## config.mk

```make
export PLATFORM = sky130hd
export DESIGN_NAME = ex_5_16_exact_mag
export DESIGN_NICKNAME = d
export VERILOG_FILES = /design/src/rtl/ex_5_16_exact_mag.sv
export SDC_FILE = /design/constraint.sdc
export NUM_CORES = 1
export LEC_CHECK = 0
export ABC_AREA = 1
export CELL_PAD_IN_SITES_DETAIL_PLACEMENT = 0
export CELL_PAD_IN_SITES_GLOBAL_PLACEMENT = 1
export CORE_UTILIZATION = 53
export CTS_CLUSTER_SIZE = 16
export DETAILED_ROUTE_END_ITERATION = 6
export PLACE_DENSITY_LB_ADDON = 0.1
export SLEW_MARGIN = 20
export SYNTH_ARGS = -nofsm -noshare
export SYNTH_HDL_FRONTEND = slang
export SYNTH_SLANG_ARGS = --single-unit
```

## constraint.sdc

```tcl
create_clock -name clk -period 9.8 [get_ports clk]
set_clock_uncertainty 0.1 [all_clocks]
set_input_delay 0.98 -clock clk [delete_from_list [all_inputs] [get_ports clk]]
set_output_delay 0.98 -clock clk [all_outputs]
set_load 0.01 [all_outputs]
```

## src/rtl/ex_5_16_exact_mag.sv

```systemverilog
// ex_5_16_exact_mag
// Sequential exact magnitude: y = floor(sqrt(A*A + B*B)) for unsigned 16-bit
// operands. The radicand is formed in one cycle, then a restoring
// digit-by-digit square root yields one root bit per clock, MSB first.
// One result every 19 cycles; upstream paces itself on 'ready'.
//
// Ports
//   clk      rising-edge clock
//   reset_n  synchronous active-low reset
//   dv       operand-valid strobe; a pair is taken only when dv=1 and ready=1
//   inpA     unsigned operand A (16 bits)
//   inpB     unsigned operand B (16 bits)
//   ready    registered; 1 = an operand pair can be accepted on this edge
//   y        registered result (17 bits), held until the next result
//   y_valid  registered one-cycle pulse per result
module ex_5_16_exact_mag (
    input  logic        clk,
    input  logic        reset_n,
    input  logic        dv,
    input  logic [15:0] inpA,
    input  logic [15:0] inpB,
    output logic        ready,
    output logic [16:0] y,
    output logic        y_valid
);

    typedef enum logic [1:0] {
        IDLE   = 2'd0,
        SQUARE = 2'd1,
        ROOT   = 2'd2
    } state_t;

    state_t      state_reg;
    logic [15:0] a_reg;
    logic [15:0] b_reg;
    // Radicand with a leading zero so it splits into 17 bit pairs; shifted
    // left two bits per iteration so the next pair is always at [33:32].
    logic [33:0] n_reg;
    logic [16:0] root_reg;
    // The remainder never exceeds 2*root (< 2^18); 19 bits leaves headroom.
    logic [18:0] rem_reg;
    logic [4:0]  cnt_reg;
    logic [16:0] y_reg;
    logic        y_valid_reg;
    logic        ready_reg;

    // Radicand: two exact 32-bit squares summed at 33 bits, no truncation.
    logic [31:0] a_sq;
    logic [31:0] b_sq;
    logic [32:0] n_sum;

    assign a_sq  = a_reg * a_reg;
    assign b_sq  = b_reg * b_reg;
    assign n_sum = {1'b0, a_sq} + {1'b0, b_sq};

    // One restoring root step: bring down the next radicand pair, try to
    // subtract (root<<2)|1, and keep the difference only if it fits.
    logic [20:0] rem_shift;
    logic [20:0] trial;
    logic        fits;
    logic [18:0] rem_next;
    logic [16:0] root_next;

    always_comb begin
        rem_shift = {rem_reg, n_reg[33:32]};
        trial     = {2'b00, root_reg, 2'b01};
        fits      = (rem_shift >= trial);
        rem_next  = fits ? 19'(rem_shift - trial) : rem_shift[18:0];
        root_next = {root_reg[15:0], fits};
    end

    always_ff @(posedge clk) begin
        if (!reset_n) begin
            state_reg   <= IDLE;
            a_reg       <= '0;
            b_reg       <= '0;
            n_reg       <= '0;
            root_reg    <= '0;
            rem_reg     <= '0;
            cnt_reg     <= '0;
            y_reg       <= '0;
            y_valid_reg <= 1'b0;
            ready_reg   <= 1'b0;
        end else begin
            y_valid_reg <= 1'b0;
            case (state_reg)
                IDLE: begin
                    // ready_reg is still 0 on the first edge after reset, so
                    // nothing is accepted until ready has been visible.
                    if (dv && ready_reg) begin
                        a_reg     <= inpA;
                        b_reg     <= inpB;
                        ready_reg <= 1'b0;
                        state_reg <= SQUARE;
                    end else begin
                        ready_reg <= 1'b1;
                    end
                end
                SQUARE: begin
                    n_reg     <= {1'b0, n_sum};
                    root_reg  <= '0;
                    rem_reg   <= '0;
                    cnt_reg   <= 5'd16;
                    state_reg <= ROOT;
                end
                ROOT: begin
                    n_reg    <= {n_reg[31:0], 2'b00};
                    root_reg <= root_next;
                    rem_reg  <= rem_next;
                    if (cnt_reg == 5'd0) begin
                        // Last bit: publish the root; the remainder is dropped.
                        y_reg       <= root_next;
                        y_valid_reg <= 1'b1;
                        ready_reg   <= 1'b1;
                        state_reg   <= IDLE;
                    end else begin
                        cnt_reg <= cnt_reg - 5'd1;
                    end
                end
                default: begin
                    state_reg <= IDLE;
                end
            endcase
        end
    end

    assign ready   = ready_reg;
    assign y       = y_reg;
    assign y_valid = y_valid_reg;

endmodule

```

==> reports/metrics.cfg <==
[floorplan]
die_area_mm2 = 0.0423
die_h_um = 206
start_util = 0.538
ioPinCount = 54
core_mm2 = 0.0409
num_rows = 74
die_x_um = 206

[sta]
setup_violations = 0
timing.fmax_mhz = 135
final-max-slew-violation-count = 0
period_share = 0.756
rsz0062_at_grt = no
maxSlewHeadroom = 0.345
finalCriticalPeriod_ns = 7.41
finalSetupTns_ns = 0
finalHoldViolations = 0
tightest_slew_ns = 0.982

[global_route]
grt_util_met3 = 0.0502
grt_pass1_wl_mm = 91.0
gr-usage-met1 = 0.378
gr-usage-met2 = 0.460
grt-ovfl-total = 0
antenna_found_initial = 0
grt_max_degree = 58
grt_pass1_vias = 17600
grtUsageTotal = 0.278
busiest_layer = met2

[worst_setup_path]
cp_slowest_cell = dfxtp_1
critical_path.endpoint_type = flop
critPathBufInv = 3
cp-start-kind = flop
crit_family = adder cells
cp_common_cell = fa_1
arrival_ns = 7.70
r2r_setup_slack_ns = 2.39
required_ns = 10.09
slowest_delay_ns = 0.89
cp_cell_sequence = nand2_1, fa_1, fa_1, inv_1, fa_1, inv_1, fa_1, inv_1, fa_1, fa_1, fa_1, fa_1, ha_1, nand2_1, nor2_1, nand3_1, nand3_1, nand3_1, nand3b_1, nand3_1, a21oi_1
crit_path_max_fanout = 17
critical_path_class = flop to flop

[synthesis]
ys_types = 39
syn_nets = 3511
async_flop_share = 0
synthCells = 2869
synth-main-ff-cell = dfxtp_1
synth_most_common_cell = inv_1
synth_top_cell_by_area = fa_1
synth_area_mm2 = 0.0220
synthTopCellsByArea = fa_1 (35%), inv_1 (14%), ha_1 (13%), dfxtp_1 (12%), nand2_1 (11%)
yosysSeqAreaShare = 0.116
synth_top_cell_area_share = 0.348
synth-seq-cells = 128
synth_edf_count = 0
synth_commonest_cells = inv_1 (823), nand2_1 (667), fa_1 (383)
avgSynthCellArea_um2 = 7.67
ys_warn_count = 0

[detailed_routing]
drt_first_iter_violations = 791
vias = 16700
drtAntennaViolNets = 0
dr.pass1.iters = 5
viasPerCell = 4.93
drc_errors = 0
drt_wl_total_mm = 54.5
post_drt_wl_per_cell_um = 16.1

[clock_tree]
htree_levels = 4
cts_made_buffers = 17
cts.sinks = 128
post_cts_buffers = 0
clkTransAtPathRegs_ns = 0.08
cts_hold_buffers = 0
cts_resized = 0
clock_latency_ns = 0.48
root_buffer = clkbuf_16
cts_tree = yes
clk_path_buf_depth = 2

[finish]
largest_reg_flops = 34
area_delta_synth_final_pct = 6.51
drive_gt1_frac = 0.0290
stdcell_count = 3396
antenna_cells = 0
nets = 3493

[placement]
port_buffers = 53
dp_hpwl_mm = 45.9
gp_congestion = 0.915
dp_cells = 3364

[pwr]
leakagePower_nw = 13.9
power_density_mw_per_mm2 = 148
total_power_w = 0.00347
ir_drop_v = 0.000272

[outcome]
status = finished, final reports clean

[min_path]
hp-class = flop to flop

[job]
cap_violations = 0

[kinds of logic after synthesis]
logic type	after synthesis	share of synthesized area
xor+xnor	39	0.0155
buf+inv	932	0.161
simple gates	919	0.171
compound gates	244	0.0601
fa+ha+maj	607	0.476
flops	128	0.116
[routing by layer]
metal	routed length, um	vias to the layer above
met3	2440	60
li1	-	8302
met5	0	-
met2	25900	313
met4	953	0
met1	25300	8062
[metrics by stage]
stage	setup slack [ns]	util	hold slack, ns	instance area, um^2
after floorplan	3.39	-	0.322	22000
after global placement	2.46	0.558	0.340	22900
after detailed placement	2.38	0.558	0.354	22900
after CTS	2.34	0.573	0.365	23400
after global routing	2.05	0.573	0.388	23400
final	2.39	0.573	0.360	23400
[layout by cell type (no fill, tap or decap), types with 4 or more instances in the layout]
| cell type | Yosys | layout |
|---|---|---|
| inv_1 | 823 | 823 |
| nand2_1 | 667 | 667 |
| fa_1 | 383 | 383 |
| ha_1 | 224 | 224 |
| a21oi_1 | 132 | 132 |
| dfxtp_1 | 128 | 128 |
| nor2_1 | 110 | 109 |
| nand3_1 | 80 | 80 |
| o21ai_0 | 66 | 66 |
| clkdlybuf4s50_1 | 0 | 52 |
| xor2_1 | 29 | 29 |
| nand3b_1 | 25 | 25 |
| clkbuf_16 | 0 | 17 |
| o22ai_1 | 14 | 14 |
| a31oi_1 | 11 | 11 |
| buf_4 | 1 | 11 |
| o21bai_1 | 10 | 10 |
| xnor2_1 | 10 | 10 |
| nand2_2 | 9 | 9 |
| inv_2 | 7 | 8 |
| nand4_1 | 7 | 7 |
| inv_6 | 0 | 6 |
| or2_2 | 4 | 4 |
| nor3_1 | 4 | 4 |
| nor2_2 | 3 | 4 |
| a21oi_2 | 4 | 4 |
| inv_8 | 0 | 4 |
[report_power, final]
group | internal (W) | total [W] | leakage (nW) | switching, W
clock network | 0.000362 | 0.000680 | 0.288 | 0.000318
logic | 0.000740 | 0.00199 | 12.6 | 0.00125
registers | 0.000620 | 0.000799 | 1.04 | 0.000179
[area by class of cell]
cell class,instances,area (um^2)
well taps,532,666
clock inverters,15,161
repair buffers,64,608
fillers,3891,17500
inverters,831,3120
clock buffers,17,425
multi-input cells,1809,15900
flip-flops and latches,128,2560
[path summary, 6_finish.rpt]
kind	depth (start not counted)	to	start
max reg2reg	21	n_reg[22]	b_reg[9]
min reg2reg	1	cnt_reg[0]	cnt_reg[0]
min	1	cnt_reg[0]	cnt_reg[0]
max	21	n_reg[22]	b_reg[9]
(Power assumes the default switching activity.)
==> patch 1 (config.mk and constraints unchanged) <==
Encoding of `state_t`: now one-hot (3 bits for 3 states).
--- a/src/rtl/ex_5_16_exact_mag.sv
+++ b/src/rtl/ex_5_16_exact_mag.sv
@@ -24,10 +24,10 @@
     output logic        y_valid
 );
 
-    typedef enum logic [1:0] {
-        IDLE   = 2'd0,
-        SQUARE = 2'd1,
-        ROOT   = 2'd2
+    typedef enum logic [2:0] {
+        IDLE   = 3'b001,
+        SQUARE = 3'b010,
+        ROOT   = 3'b100
     } state_t;
 
     state_t      state_reg;
Function: same outputs for any inputs over 10 cycles, from zero or initial values and one cycle with reset_n low; not proved beyond that.
==> patch 1 against the original RTL <==
Sequential cell count increased by 1; routed wire length decreased by 2.8%; count of clock-buffer cells in the layout increased by 2; maximum frequency increased by 1.6%; final area decreased by 0.94%; worst setup slack improved by 0.12 ns; area after synthesis decreased by 1.0%; largest cell class unchanged.
Power is not compared: it rests on default switching activity, and its combinational part moved more than twofold at a synthesized area within 25%.
==> patch 1: results (changes against the original RTL) <==
Clock network
  – Worst-Skew Late Latency: 0.48 ns (about the same)
  – Clock root buffer: clkbuf_16
  – CTS Buf Count: 17 (unchanged)
  – Postcts setup bufs: 0 (unchanged)
  – Maximum clock path buffer count: 2 (unchanged)
  – Post-CTS Resized: 0 (unchanged)
  – CTS H-tree depth: 4 (unchanged)
  – Clk slew on worst S/H paths: 0.07 ns

Synthesis
  – Synth top cells by count: inv_1, nand2_1, fa_1, ha_1, dfxtp_1
  – Seq/Total Area, Yosys: 11.85% (+0.21 points)
  – Count of distinct cell types in the synthesized netlist: 41 (+5.1%)
  – Synth Flop Type: dfxtp_1
  – Mapped Cells: 2812 (-2.0%)
  – Ranking of synthesized cells by area: fa_1, inv_1, ha_1
  – Synthesized Nets: 3451 (-1.7%)
  – Async set-reset flop share out of synthesis: 0% (unchanged)
  – Yosys warns: 0 (unchanged)

Place
  – HPWL Detailed: 43.55 mm (-5.0%)
  – # port buffers: 53 (unchanged)
  – Routability cong.: 0.9561 (+4.5%)

Setup path
  – Slowest cell on the critical path: dfxtp_1
  – Reg2reg end: n_reg[31]$_SDFFE_PN0P_
  – FF-to-FF Start: a_reg[2]$_SDFFE_PN0P_
  – Delay-heaviest family, CP: adder cells
  – Cell count of the worst reg-to-reg path: 22 (+4.8%)
  – Largest stage delay, worst path: 0.82 ns (-0.07 ns)
  – Reg2reg setup slack: 2.51 ns (+0.12 ns)
  – Crit path max fanout: 17 (unchanged)
  – WS Path Type: reg2reg

Timing
  – Final hold slack: 0.3380 ns (-0.02210 ns)
  – Slew @ Worst Pin: 1.004 ns (+0.02112 ns)

Finish
  – Share of layout cells above drive strength 1: 2.924% (+0.026 points)
  – Max FFs per register: 34 (unchanged)
  – Antenna diodes: 0 (unchanged)
  – Layout fillers: 3770 (-3.1%)
  – Nets: 3431 (-1.8%)
  – Non-Filler Instances: 3329 (-2.0%)

Power
  – Static Leak: 13.58 nW
  – Peak supply drop: about 0.00012 V

Hold path
  – Hold_sp: cnt_reg[2]$_SDFFE_PN0P_
  – Worst hold path stage count: 1 (unchanged)
  – Worst min path class: reg2reg
  – Endpoint, Worst Hold: cnt_reg[2]$_SDFFE_PN0P_

Drt
  – Via Count: 16.84k (+0.59%)
  – Post-Route WL: 52.98 mm (-2.8%)
  – First DRT Iteration DRCs: 1142 (+44%)

Outcome
  – Status: finished clean

Global route
  – Number of global-route vias before repair: 17.62k (-0.085%)
  – First-pass GRT wire length: 89.15 mm (-2.0%)
  – Largest net degree at the start of global routing: 78 (+34%)
  – GRT Util Overall: 27.71% (-0.12 points)
[patch 1: cell count changes after synthesis, moves of 6 or more]
cell and change:
a21oi_1 -15, a31oi_1 +7, inv_1 -29, nand2_1 -34, nand3_1 +26, nand3b_1 -6, nor2_1 -10
[patch 1: cell families (layout without fill, tap and decap cells)]
logic type | after synthesis | count (layout) | share of synthesized area, %
simple gates | 903 | 903 | 17.11
xor+xnor | 37 | 37 | 1.487
flops | 129 | 129 | 11.85
buf+inv | 902 | 894 | 15.72
fa+ha+maj | 604 | 604 | 47.89
compound gates | 237 | 237 | 5.933
[patch 1: cell type report]
type / count / area share [%]
Clock buffer: 19 / 1.908
Clock inverter: 12 / 0.6790
Inverter: 801 / 12.95
Multi-Input combinational cell: 1781 / 67.96
Sequential cell: 129 / 11.12
Tap cell: 525 / 2.829
Timing Repair Buffer: 62 / 2.554
[patch 1: per-layer routing]
metal / global-route usage, % / vias up / share of wire [%]
li1: - / 8193 / -
met1: 36.61 / 8158 / 44
met2: 45.64 / 403 / 48
met3: 4.152 / 81 / 4.8
met4: 10.90 / 0 / 3.4
met5: 0 / - / 0
[patch 1: metrics by stage]
stage	area (µm²)	power, mW	setup slack, ns
after floorplan	21790	1.316	3.352
final	23220	2.290	2.509
after global placement	22620	1.607	2.633
after global routing	23220	2.490	2.190
after CTS	23220	2.323	2.583
after detailed placement	22620	1.624	2.599
[patch 1: power groups by stage]
stage                     Clock [mW]  Sequential (mW)  Combinational [mW]
final                          0.687            0.615               0.987
after global routing           0.724            0.620                1.15
after global placement             0            0.622               0.984
after CTS                      0.706            0.614                1.00
after floorplan                    0            0.564               0.752
after detailed placement           0            0.626               0.998
==> patch 2 (same flow settings) <==
Made on the original files. Reset style: asynchronous (`reset_n`), changed in one clocked block. Comments in the files are not updated.
--- a/src/rtl/ex_5_16_exact_mag.sv
+++ b/src/rtl/ex_5_16_exact_mag.sv
@@ -69,7 +69,7 @@
         root_next = {root_reg[15:0], fits};
     end
 
-    always_ff @(posedge clk) begin
+    always_ff @(posedge clk or negedge reset_n) begin
         if (!reset_n) begin
             state_reg   <= IDLE;
             a_reg       <= '0;
Formal check against the unedited RTL: differs if reset_n is asserted again (counterexample within 4 cycles, from zero or initial values and one cycle with reset_n low); with reset_n held inactive, the same outputs for 10 cycles.
==> patch 2 against the original RTL <==
Synthesized cell count shrank 5.3%; area after synthesis is essentially flat; routed wire length shrank 3.4%; final area grew 0.28%; via count shrank 1.6%; sequential cell count is the same; non-clock buffer count shrank 2; worst setup slack lost 0.054 ns; critical endpoint is now n_reg[21]$_DFFE_PN0P_; highest routed layer unchanged.
Power is not shown: default switching activity piles up to over one toggle a cycle in this logic, so the estimate is an artifact.
==> patch 2: results (changes against the original RTL) <==
Outcome
  – Status: finished clean

Setup path
  – Slowest cell on the critical path: dfrtp_1
  – Largest stage delay, worst path: 0.85 ns (-0.04 ns)
  – FF-to-FF Start: a_reg[4]$_DFFE_PN0P_
  – Arr. time, crit path: 7.71 ns (about the same)
  – Reg2reg setup slack: 2.34 ns (-0.05 ns)
  – Crit path max fanout: 18 (+1)
  – Cell count of the worst reg-to-reg path: 22 (+4.8%)
  – CP Capture Point: n_reg[21]$_DFFE_PN0P_

Finish
  – Share of layout cells above drive strength 1: 2.974% (+0.076 points)
  – Max FFs per register: 34 (unchanged)
  – Non-Filler Instances: 3256 (-4.1%)
  – Layout fillers: 3908 (+0.44%)
  – P&R area growth vs syn: 6.738%

Synthesis
  – Ranking of synthesized cells by area: fa_1, dfrtp_1, inv_1
  – Synth Area in Compound Gates: 4.977% (-1.0 points)
  – Seq/Total Area, Yosys: 14.55% (+2.9 points)
  – Synth top cells by count: inv_1, nand2_1, fa_1, ha_1, dfrtp_1
  – Area share of xor/xnor cells in the synthesized design: 1.153% (-0.40 points)
  – Async set-reset flop share out of synthesis: 100.0% (+100 points)
  – Synthesized Nets: 3358 (-4.4%)
  – Mapped Cells: 2716 (-5.3%)
  – Mux share of post-synthesis cell area: 0.5625% (+0.56 points)
  – Fraction of the mapped netlist area in adder cells: 47.55% (about the same)
  – Synth Flop Type: dfrtp_1

Timing
  – Slew @ Worst Pin: 0.9083 ns (-0.07420 ns)
  – Hold Fails Final Rpt: 0 (unchanged)
  – Final hold slack: 0.3824 ns (+0.02231 ns)
  – Fmax: 134.0 MHz (-0.72%)

Drt
  – Routed len/inst: 16.18 µm (+0.77%)
  – Via/cell ratio: 5.057 (+2.6%)
  – First DRT Iteration DRCs: 872 (+10%)

Place
  – HPWL Detailed: 43.71 mm (-4.7%)
  – DP Cell Count: 3224 (-4.2%)
  – Dpl ws: 2.391 ns (+0.008210 ns)
  – DP Area: 0.02294 mm² (+0.39%)
  – Routability cong.: 0.9042 (-1.2%)

Hold path
  – Worst hold path stage count: 2 (+1)
  – Endpoint, Worst Hold: rem_reg[18]$_DFFE_PN0P_
  – Hold_sp: rem_reg[18]$_DFFE_PN0P_

Global route
  – Number of global-route vias before repair: 17.16k (-2.7%)
  – GRT Util Overall: 27.15% (-0.68 points)
  – First-pass GRT wire length: 87.50 mm (-3.9%)
  – Largest net degree at the start of global routing: 70 (+21%)

Clock network
  – Clk slew on worst S/H paths: 0.06 ns (-0.02 ns)
==> patch 2: logic make-up after synthesis <==
kind of cell	after synthesis
xor+xnor	29
flops	128
fa+ha+maj	607
mux	11
buf+inv	894
simple gates	855
compound gates	192
==> patch 2: layer usage <==
| metal | part of all wire, % | global-route usage (%) |
|---|---|---|
| met5 | 0 | 0 |
| met4 | 2.7 | 9.690 |
| met3 | 3.5 | 2.978 |
| met2 | 49 | 45.03 |
| met1 | 45 | 36.87 |
==> patch 2: worst reg2reg max path, delay by kind of cell, from the launching register on <==
family | cells | cell delay (ns)
AND/OR/NAND/NOR | 10 | 1.67
flip-flops | 1 | 0.85
buffers and inverters | 3 | 0.19
adder cells (fa/ha/maj) | 9 | 4.55
==> patch 2: area by class of cell <==
type / instances / area share (%)
repair buffers: 62 / 2.550
inverters: 808 / 12.90
clock inverters: 13 / 0.5589
well taps: 532 / 2.832
multi-input cells: 1694 / 65.69
clock buffers: 19 / 1.842
flip-flops and latches: 128 / 13.63
